<file path="src/rtl/lsu_pkg.sv">
// Shared types and helpers for the load/store unit.
// Covers funct3 codes, FSM states, lengths and the request latch.
package lsu_pkg;

  localparam logic [2:0] F3_B  = 3'b000;
  localparam logic [2:0] F3_H  = 3'b001;
  localparam logic [2:0] F3_W  = 3'b010;
  localparam logic [2:0] F3_D  = 3'b011;
  localparam logic [2:0] F3_BU = 3'b100;
  localparam logic [2:0] F3_HU = 3'b101;
  localparam logic [2:0] F3_WU = 3'b110;

  localparam logic [7:0] LEN_B = 8'd1;
  localparam logic [7:0] LEN_H = 8'd2;
  localparam logic [7:0] LEN_W = 8'd4;
  localparam logic [7:0] LEN_D = 8'd8;

  typedef enum logic [1:0] {
    IDLE,
    LOAD,
    STORE,
    RESP
  } state_t;

  typedef struct packed {
    logic        wr;
    logic [2:0]  f3;
    logic [63:0] addr;
    logic [63:0] data;
  } lsu_req_t;

  function automatic logic is_misal(
    input logic [1:0] sz,
    input logic [2:0] lo
  );
    unique case (sz)
      2'd0:    return 1'b0;
      2'd1:    return lo[0];
      2'd2:    return |lo[1:0];
      default: return |lo;
    endcase
  endfunction

  function automatic logic is_illegal(
    input logic       wr,
    input logic [2:0] f3
  );
    return wr ? f3[2] : (f3 == 3'b111);
  endfunction

  function automatic logic [7:0] len_of(
    input logic [1:0] sz
  );
    unique case (sz)
      2'd0:    return LEN_B;
      2'd1:    return LEN_H;
      2'd2:    return LEN_W;
      default: return LEN_D;
    endcase
  endfunction

  function automatic logic [63:0] mask_of(
    input logic [1:0] sz
  );
    unique case (sz)
      2'd0:    return 64'h0000_0000_0000_00ff;
      2'd1:    return 64'h0000_0000_0000_ffff;
      2'd2:    return 64'h0000_0000_ffff_ffff;
      default: return 64'hffff_ffff_ffff_ffff;
    endcase
  endfunction

endpackage

</file>
<file path="src/rtl/lsu_load_align.sv">
// Load data aligner: shifts the bridge word by the byte offset,
// selects the access width and extends; also flags misalignment.
module lsu_load_align
  import lsu_pkg::*;
(
  input  logic [2:0]  f3,
  input  logic [2:0]  lo,
  input  logic [63:0] rdata,
  output logic [63:0] data,
  output logic        misal
);

  logic [63:0] raw;

  assign raw   = rdata >> {lo, 3'b000};
  assign misal = is_misal(f3[1:0], lo);

  always_comb begin
    data = '0;
    unique case (f3)
      F3_B:  data = {{56{raw[7]}}, raw[7:0]};
      F3_H:  data = {{48{raw[15]}}, raw[15:0]};
      F3_W:  data = {{32{raw[31]}}, raw[31:0]};
      F3_D:  data = raw;
      F3_BU: data = {56'd0, raw[7:0]};
      F3_HU: data = {48'd0, raw[15:0]};
      F3_WU: data = {32'd0, raw[31:0]};
      default: data = '0;
    endcase
  end

endmodule

</file>
<file path="src/rtl/mem_lsu_ctrl.sv">
// Load/store unit between execute and the memory bridge.
// One request in flight; one response per accepted request.
module mem_lsu_ctrl #(
  parameter int MEM_LAT = 1
) (
  input  logic        iClock,
  input  logic        iReset,
  input  logic        iReqValid,
  output logic        oReqReady,
  input  logic        iReqWr,
  input  logic [2:0]  iReqFunct3,
  input  logic [63:0] iReqAddr,
  input  logic [63:0] iReqData,
  output logic        oRespValid,
  input  logic        iRespReady,
  output logic [63:0] oRespData,
  output logic        oRespErr,
  output logic [63:0] oMemRdAddrLoad,
  input  logic [63:0] iMemRdDataLoad,
  output logic        oMemWrEn,
  output logic [63:0] oMemWrAddr,
  output logic [63:0] oMemWrData,
  output logic [7:0]  oMemWrLen
);

  import lsu_pkg::*;

  localparam int CW = (MEM_LAT > 1) ? $clog2(MEM_LAT) : 1;

  state_t      state;
  state_t      nstate;
  lsu_req_t    req;
  logic [CW-1:0] cnt;
  logic [63:0] rdata_q;
  logic        err_q;

  logic        idle;
  logic        acc;
  logic        bad;
  logic        st;
  logic        ld;
  logic        rsp;
  logic [2:0]  al_f3;
  logic [2:0]  al_lo;
  logic [63:0] al_data;
  logic        al_misal;

  assign idle = (state == IDLE);
  assign ld   = (state == LOAD);
  assign st   = (state == STORE);
  assign rsp  = (state == RESP);
  assign acc  = iReqValid & idle;

  // Aligner sees the incoming request while idle, the latched one after.
  assign al_f3 = idle ? iReqFunct3    : req.f3;
  assign al_lo = idle ? iReqAddr[2:0] : req.addr[2:0];
  assign bad   = al_misal | is_illegal(iReqWr, iReqFunct3);

  lsu_load_align u_align (
    .f3    (al_f3),
    .lo    (al_lo),
    .rdata (iMemRdDataLoad),
    .data  (al_data),
    .misal (al_misal)
  );

  always_ff @(posedge iClock or posedge iReset) begin
    if (iReset) state <= IDLE;
    else        state <= nstate;
  end

  always_comb begin
    nstate = state;
    unique case (state)
      IDLE: begin
        if (acc) begin
          if (bad)         nstate = RESP;
          else if (iReqWr) nstate = STORE;
          else             nstate = LOAD;
        end
      end
      LOAD:  if (cnt == '0) nstate = RESP;
      STORE: nstate = RESP;
      RESP:  if (iRespReady) nstate = IDLE;
      default: nstate = IDLE;
    endcase
  end

  always_ff @(posedge iClock or posedge iReset) begin
    if (iReset) begin
      req     <= '0;
      cnt     <= '0;
      rdata_q <= '0;
      err_q   <= 1'b0;
    end else begin
      if (acc) begin
        req     <= '{wr: iReqWr, f3: iReqFunct3,
                     addr: iReqAddr, data: iReqData};
        cnt     <= CW'(MEM_LAT - 1);
        err_q   <= bad;
        rdata_q <= '0;
      end
      if (ld) begin
        if (cnt == '0) rdata_q <= al_data;
        else           cnt     <= cnt - 1'b1;
      end
    end
  end

  // Outputs gated by state so an async reset clears them at once.
  assign oReqReady      = idle;
  assign oRespValid     = rsp;
  assign oRespData      = rsp ? rdata_q : '0;
  assign oRespErr       = rsp & err_q;
  assign oMemRdAddrLoad = ld ? {req.addr[63:3], 3'b000} : '0;
  assign oMemWrEn       = st;
  assign oMemWrAddr     = st ? req.addr : '0;
  assign oMemWrData     = st ? (req.data & mask_of(req.f3[1:0])) : '0;
  assign oMemWrLen      = st ? len_of(req.f3[1:0]) : '0;

endmodule
</file>
<file path="config.mk">
export PLATFORM = sky130hd
export DESIGN_NAME = mem_lsu_ctrl
export DESIGN_NICKNAME = d
export VERILOG_FILES = /design/src/rtl/lsu_pkg.sv /design/src/rtl/lsu_load_align.sv /design/src/rtl/mem_lsu_ctrl.sv
export SDC_FILE = /design/constraint.sdc
export NUM_CORES = 1
export LEC_CHECK = 0
export ABC_AREA = 1
export BUFFER_PORTS_ARGS = -buffer_cell sky130_fd_sc_hd__buf_2
export CORE_MARGIN = 2
export CORE_UTILIZATION = 30
export CTS_BUF_LIST = sky130_fd_sc_hd__clkbuf_4
export CTS_CLUSTER_SIZE = 40
export DETAILED_ROUTE_END_ITERATION = 6
export MAX_ROUTING_LAYER = met4
export PLACE_DENSITY = 0.57
export SLEW_MARGIN = 40
export SYNTH_ARGS = -nofsm -noshare
export SYNTH_HDL_FRONTEND = slang
export SYNTH_SLANG_ARGS = --single-unit
</file>
<file path="constraint.sdc">
create_clock -name iClock -period 6.63 [get_ports iClock]
set_input_delay 1.6575 -clock iClock [delete_from_list [all_inputs] [get_ports iClock]]
set_output_delay 1.6575 -clock iClock [all_outputs]
set_load 0.005 [all_outputs]
</file>
==> results.toml, run 1 <==
[worst_setup_path]
cp.required_ns = 4.97
crit_path_end_kind = "primary output"
crit_path_start = "state[0]"
startpoint_type = "flip-flop"
path_cells = "inv_1, ha_2, buf_4, nand2_1, inv_1, buf_2"
cpPeakStageDelay_ns = 0.59
rr_worst_depth = 12
cp_max_fo = 57
cp_slowest_cell = "buf_4"
cpMostUsedCell = "inv_1"
rr_startpoint = "state[1]"
r2r-end = "rdata_q[52]"
crit_type = "reg2out"
cp.arrival_ns = 2.73
ff2ff_setup_slack_ns = 2.88
crit_path_end = "oMemWrAddr[50]"

[power_and_ir_drop]
p_leak_uw = 0.0100
ir_drop_mv = 0.237
switching_share = 0.522
clock_power_share = 0.104
p_int_uw = 3280
p_sw_uw = 3580
power_density_nw_per_um2 = 453
p_seq_frac = 0.302
combPwrFrac = 0.594
power_uw = 6850

[cells_and_area]
n_fill_cell = 4403
final_cell_mix = "808 x nand2_1, 460 x buf_2, 296 x inv_1, 199 x dfrtp_1, 174 x nand3_1"
nets = 2482
drive_gt1_frac = 0.234
layout_commonest_cell = "nand2_1"
syn2layout_area_growth_pct = 23.9

[global_route]
grtUsageTotal = 0.222
antenna_found_initial = 14
grt_overflow = 0
grt_pass1_vias = 12798
grt_max_degree = 99
grt_pass1_wl_um = 70700

[cts]
cts_resized = 0
cts_sinks = 199
cts_root_buf = "clkbuf_4"
clkLatencyLatePin_ns = 0.69
cts_buffer_depth = 2
cts_setup_buffers = 0
htreeDepth = 4
clkTransAtPathRegs_ns = 0.18
cts_made_buffers = 17
postCtsHoldBufs = 0
cts_tree = "done"

[worst_hold_path]
worstHoldPathType = "reg2reg"

[flow_run]
drv_cap = 0

[floorplan]
die_area_um2 = 42300
rows = 73
die_w_um = 206
die_h_um = 206
core_area_um2 = 39900
io_pins = 468
initial_core_util = 0.306

[routing]
routed_via_density = 4.65
top_layer_used = "met4"
met1_length_um = 19800
ant_nets = 0
dr.pass1.iters = 5
vias = 13168
met2WireLength_um = 21800
drc = 0
wl_um = 45900
wl_per_cell_um = 16.2
drtIter0Drc = 926
route.met3.wl_um = 2950

[yosys]
synth_xor_area_frac = 0
ys_seq_area_frac = 0.408
muxShareOfSynthArea = 0
avgSynthCellArea_um2 = 6.40
synth-adder-area-share = 0.00513
yosys.area_share.simple = 0.370
ys_ff_latch = 199
syn-cell-area_um2 = 12200
synth-compound-area-share = 0.0726
ys_types = 30
ys_warn_count = 0
synth_top_family_by_area = "simple AND/OR/NAND/NOR gates"
netlist_instances = 1906

[timing]
setup_viol = 0
tightest_slew_ns = 0.814
maxSlewViolCount = 0
max_freq_ghz = 0.228
rsz0062_at_grt = "no"
totalNegativeSetupSlack_ns = 0
timing.final.ws_setup_ns = 2.24
period_share = 0.662
clock_skew_ns = 0.0435
finalCriticalPeriod_ns = 4.39
max-slew-margin-rel = 0.457
final_hold_viol_count = 0

[placement]
place.gp.congestion = 0.858
port_buffers = 460
post-place-ws_ns = 2.55
post-dp-hpwl_um = 33600

[run_status]
status = "complete, no violations"
logic make-up (layout without fill, tap and decap cells):
logic type / count (synthesis) / in the layout
simple gates: 1104 / 1104
buf+inv: 434 / 812
flops: 199 / 199
compound gates: 163 / 163
fa+ha+maj: 5 / 5
other cells: 1 / 21
registers in the layout, indices dropped and copies added, names as in the netlist:
register	flops
cnt	1
err_q	1
rdata_q	64
req	131
state	2
worst min path at each step:
stage | cells past startpoint | endpoint | start
3_3_place_gp | 2 | req[1] | req[1]
4_1_cts | 2 | req[3] | req[3]
2_1_floorplan | 2 | req[0] | req[0]
5_1_grt | 2 | req[3] | req[3]
6_report | 2 | req[5] | req[5]
3_5_place_dp | 2 | req[3] | req[3]
Yosys cell counts, drive strengths merged:
| master | instances | area, um2 |
|---|---|---|
| o21ai | 131 | 667 |
| nor2 | 70 | 282 |
| inv | 304 | 1140 |
| a21boi | 2 | 15.0 |
| nor3 | 3 | 15.0 |
| and2 | 1 | 6.26 |
| nand4 | 34 | 213 |
| dfrtp | 199 | 4980 |
| clkbuf | 72 | 270 |
| or2 | 5 | 31.3 |
| o221ai | 1 | 8.76 |
| ha | 5 | 62.6 |
| nand3 | 176 | 886 |
| buf | 58 | 344 |
| a21oi | 9 | 45.0 |
| o211ai | 19 | 143 |
| nand2 | 815 | 3080 |
| o21bai | 1 | 7.51 |
| conb | 1 | 3.75 |
cell type report:
type	instances	area, um2	area share
clock inverter	14	161	0.0107
sequential	199	4980	0.329
inverter	304	1150	0.0762
clock buffer	18	135	0.00894
tap	525	657	0.0435
antenna	14	35.0	0.00232
multi-input combinational	1279	5520	0.365
timing repair buffer	476	2470	0.163
stage by stage:
stage          area, um2  instances   util  hold WS [ns]
2_1_floorplan      12200       1912      -         0.449
3_3_place_gp       14700       2782  0.369         0.464
3_5_place_dp       14800       2783  0.370         0.466
4_1_cts            15100       2815  0.378         0.507
5_1_grt            15100       2829  0.379         0.535
6_report           15100       2829  0.379         0.501
power groups by stage:
stage / clock network, uW / logic (uW) / registers (uW)
global placement: 0 / 4010 / 2090
global route: 788 / 4660 / 2130
detailed placement: 0 / 4070 / 2090
CTS: 746 / 4090 / 2070
floorplan: 0 / 2930 / 1980
finish: 715 / 4070 / 2070
routing by layer:
layer  track usage  vias up
met5             -        -
met4        0.0858        0
met3        0.0445       53
met2         0.353      452
met1         0.277     6148
li1              -     6515
worst max-delay path: cells and delay by family (launching register included):
family / cells / cell delay, ns
flops: 1 / 0.44
simple gates: 1 / 0.10
fa+ha+maj: 1 / 0.48
buf+inv: 4 / 0.96
(Power assumes the default switching activity.)
==> run 2, diff against run 1 <==
- ABC_AREA: 1 -> 0
- PLACE_DENSITY: 0.57 -> 0.56
- clock period: 6.63 -> 4.6 ns (I/O delays scaled with it)
==> run 2 against run 1 <==
Global-route usage fell by 1.5 points. Combinational power increased by 36%. Sequential cell count unchanged. Die area decreased by 4.4%. Critical path depth did not move. Wire length shrank 8.7%. Clock skew down 0.021 ns. Clock-buffer cell count grew 3. Synthesized area fell by 4.5%. Final area fell by 2.3%. Critical path type unchanged.
==> results.toml, run 2 <==
[timing]
finalCriticalPeriod_ns = 3.97
maxSlewViolCount = 0
clock_skew_ns = 0.0228
period_share = 0.862
tightest_slew_ns = 0.921
max-slew-margin-rel = 0.386
setup_viol = 0
final_hold_viol_count = 0
totalNegativeSetupSlack_ns = 0
rsz0062_at_grt = "no"
max_freq_ghz = 0.252

[flow_run]
drv_cap = 0

[yosys]
synth_top_area_share = 0.427
netlist_instances = 1189
ys_ff_latch = 199
yosysMostFrequentCell = "and2_1"
ys_seq_area_frac = 0.427
synth_top_area_cell = "dfrtp_1"
async_reset_ff_frac = 1.00
ys_top_cells_by_count = "239 x and2_1, 199 x dfrtp_1, 157 x nand2_1, 134 x mux2_2, 81 x a21oi_1"
syn-cell-area_um2 = 11600
synth-edff-count = 0
ys_warn_count = 0
synth-main-ff-cell = "dfrtp_1"
synth_area_leaders = "dfrtp_1 43%, mux2_2 13%, and2_1 13%"
ys_types = 50
avgSynthCellArea_um2 = 9.80

[worst_setup_path]
crit_type = "reg2out"
cp.arrival_ns = 2.82
cp_max_fo = 93
crit_buf_inv = 3
critPathTopFamily = "buffers and inverters"
startpoint_type = "flip-flop"
cp.required_ns = 3.45
cpPeakStageDelay_ns = 0.56
cp_slowest_cell = "buf_4"
crit_path_end_kind = "primary output"
path_cells = "inv_1, ha_2, buf_4, o21a_1, and2_1, buf_2"

[placement]
port_buffers = 460
place.gp.congestion = 0.916
post-dp-hpwl_um = 30700

[cells_and_area]
drive_gt1_frac = 0.416
fin_util = 0.384
n_fill_cell = 3965
syn2layout_area_growth_pct = 26.8
nets = 1796
layout_commonest_cell = "buf_2"
largest-register = "req"
largest_reg_flops = 131
final_cell_mix = "460 x buf_2, 238 x and2_1, 199 x dfrtp_1, 156 x nand2_1, 134 x mux2_2"
reg_top3 = "req x131, rdata_q x64, state x2"

[power_and_ir_drop]
ir_drop_mv = 0.359
power_density_nw_per_um2 = 657
p_leak_uw = 0.00752

[run_status]
status = "complete, no violations"

[global_route]
antenna_found_initial = 8
grtUsageTotal = 0.206
grt_max_degree = 135
grt_pass1_wl_um = 62300
grt_overflow = 0
grt_pass1_vias = 10318

[routing]
drtIter0Drc = 648
dr.pass1.iters = 5
routed_via_density = 5.01
ant_nets = 0
wl_per_cell_um = 19.7
drc = 0
vias = 10660
wl_um = 41900

[floorplan]
initial_core_util = 0.303
die_w_um = 201
io_pins = 468
die_h_um = 201
rows = 72
die_area_um2 = 40400
core_area_um2 = 38500

[cts]
cts_resized = 0
cts_made_buffers = 17
htreeDepth = 4
cts_tree = "done"
postCtsHoldBufs = 0
clkLatencyLatePin_ns = 0.63
cts_buffer_depth = 2
cts_sinks = 199
cts_setup_buffers = 0
clkTransAtPathRegs_ns = 0.17
cts_root_buf = "clkbuf_4"

[worst_hold_path]
worstHoldPathType = "in2async"
run 2: cell count changes after synthesis, moves of 23 or more:
| cell | previous run | this run |
|---|---|---|
| a21oi_1 | 9 | 81 |
| a41oi_1 | 0 | 24 |
| and2_1 | 1 | 239 |
| buf_2 | 29 | 6 |
| inv_1 | 298 | 7 |
| mux2_2 | 0 | 134 |
| mux2i_1 | 0 | 64 |
| nand2_1 | 810 | 157 |
| nand3_1 | 175 | 19 |
| nand4_1 | 34 | 3 |
| nor2_1 | 68 | 16 |
| o21ai_0 | 106 | 18 |
run 2: path summary, 6_finish.rpt:
path                       depth (start not counted)              to       start  slack, ns
max                                                6  oMemWrData[14]    state[0]       0.63
min                                                2        req[109]      iReset       0.45
max reg2reg                                        8     rdata_q[38]    state[0]       1.09
min reg2reg                                        1      rdata_q[9]  rdata_q[9]       0.50
max in group asynchronous                          4         req[50]      iReset       3.29
min in group iClock                                1      rdata_q[9]  rdata_q[9]       0.50
run 2: area by class of cell:
class | count | area, um2 | area share
Antenna cell | 5 | 12.5 | 0.000847
Clock buffer | 21 | 158 | 0.0107
Clock inverter | 11 | 123 | 0.00830
Inverter | 7 | 30.0 | 0.00203
Multi-Input combinational cell | 885 | 6290 | 0.426
Sequential cell | 199 | 4980 | 0.337
Tap cell | 518 | 648 | 0.0439
Timing Repair Buffer | 481 | 2530 | 0.171
run 2: cell families after synthesis:
group / Yosys count / share of synthesized area
and+or+nand+nor: 468 / 0.213
other: 1 / 0.000322
adders and majority gates: 5 / 0.00537
buffers and inverters: 111 / 0.0419
DFF: 199 / 0.427
muxes: 206 / 0.196
AOI/OAI and AO/OA: 199 / 0.116
run 2: power breakdown:
group          total [uW]  switching, uW  internal [uW]
Sequential           3190            601           2580
Clock                 990            642            348
Combinational        5520           3060           2460
run 2: metrics by stage:
step	power, uW	setup slack [ns]	hold WS (ns)	std cells	area (um2)
final	9700	0.633	0.454	2127	14800
after global routing	10400	0.426	0.427	2127	14800
after global placement	8600	1.18	0.459	2089	14400
after floorplan	6750	0.876	0.442	1195	11700
after CTS	9760	0.516	0.503	2121	14700
after detailed placement	8740	1.12	0.467	2089	14400
run 2: per-layer routing:
| metal | vias to the layer above | GRT usage | share of wire |
|---|---|---|---|
| met5 | - | - | 0 |
| met3 | 54 | 0.0464 | 0.067 |
| li1 | 4928 | - | - |
| met4 | 0 | 0.0608 | 0.022 |
| met1 | 5233 | 0.249 | 0.41 |
| met2 | 445 | 0.345 | 0.50 |
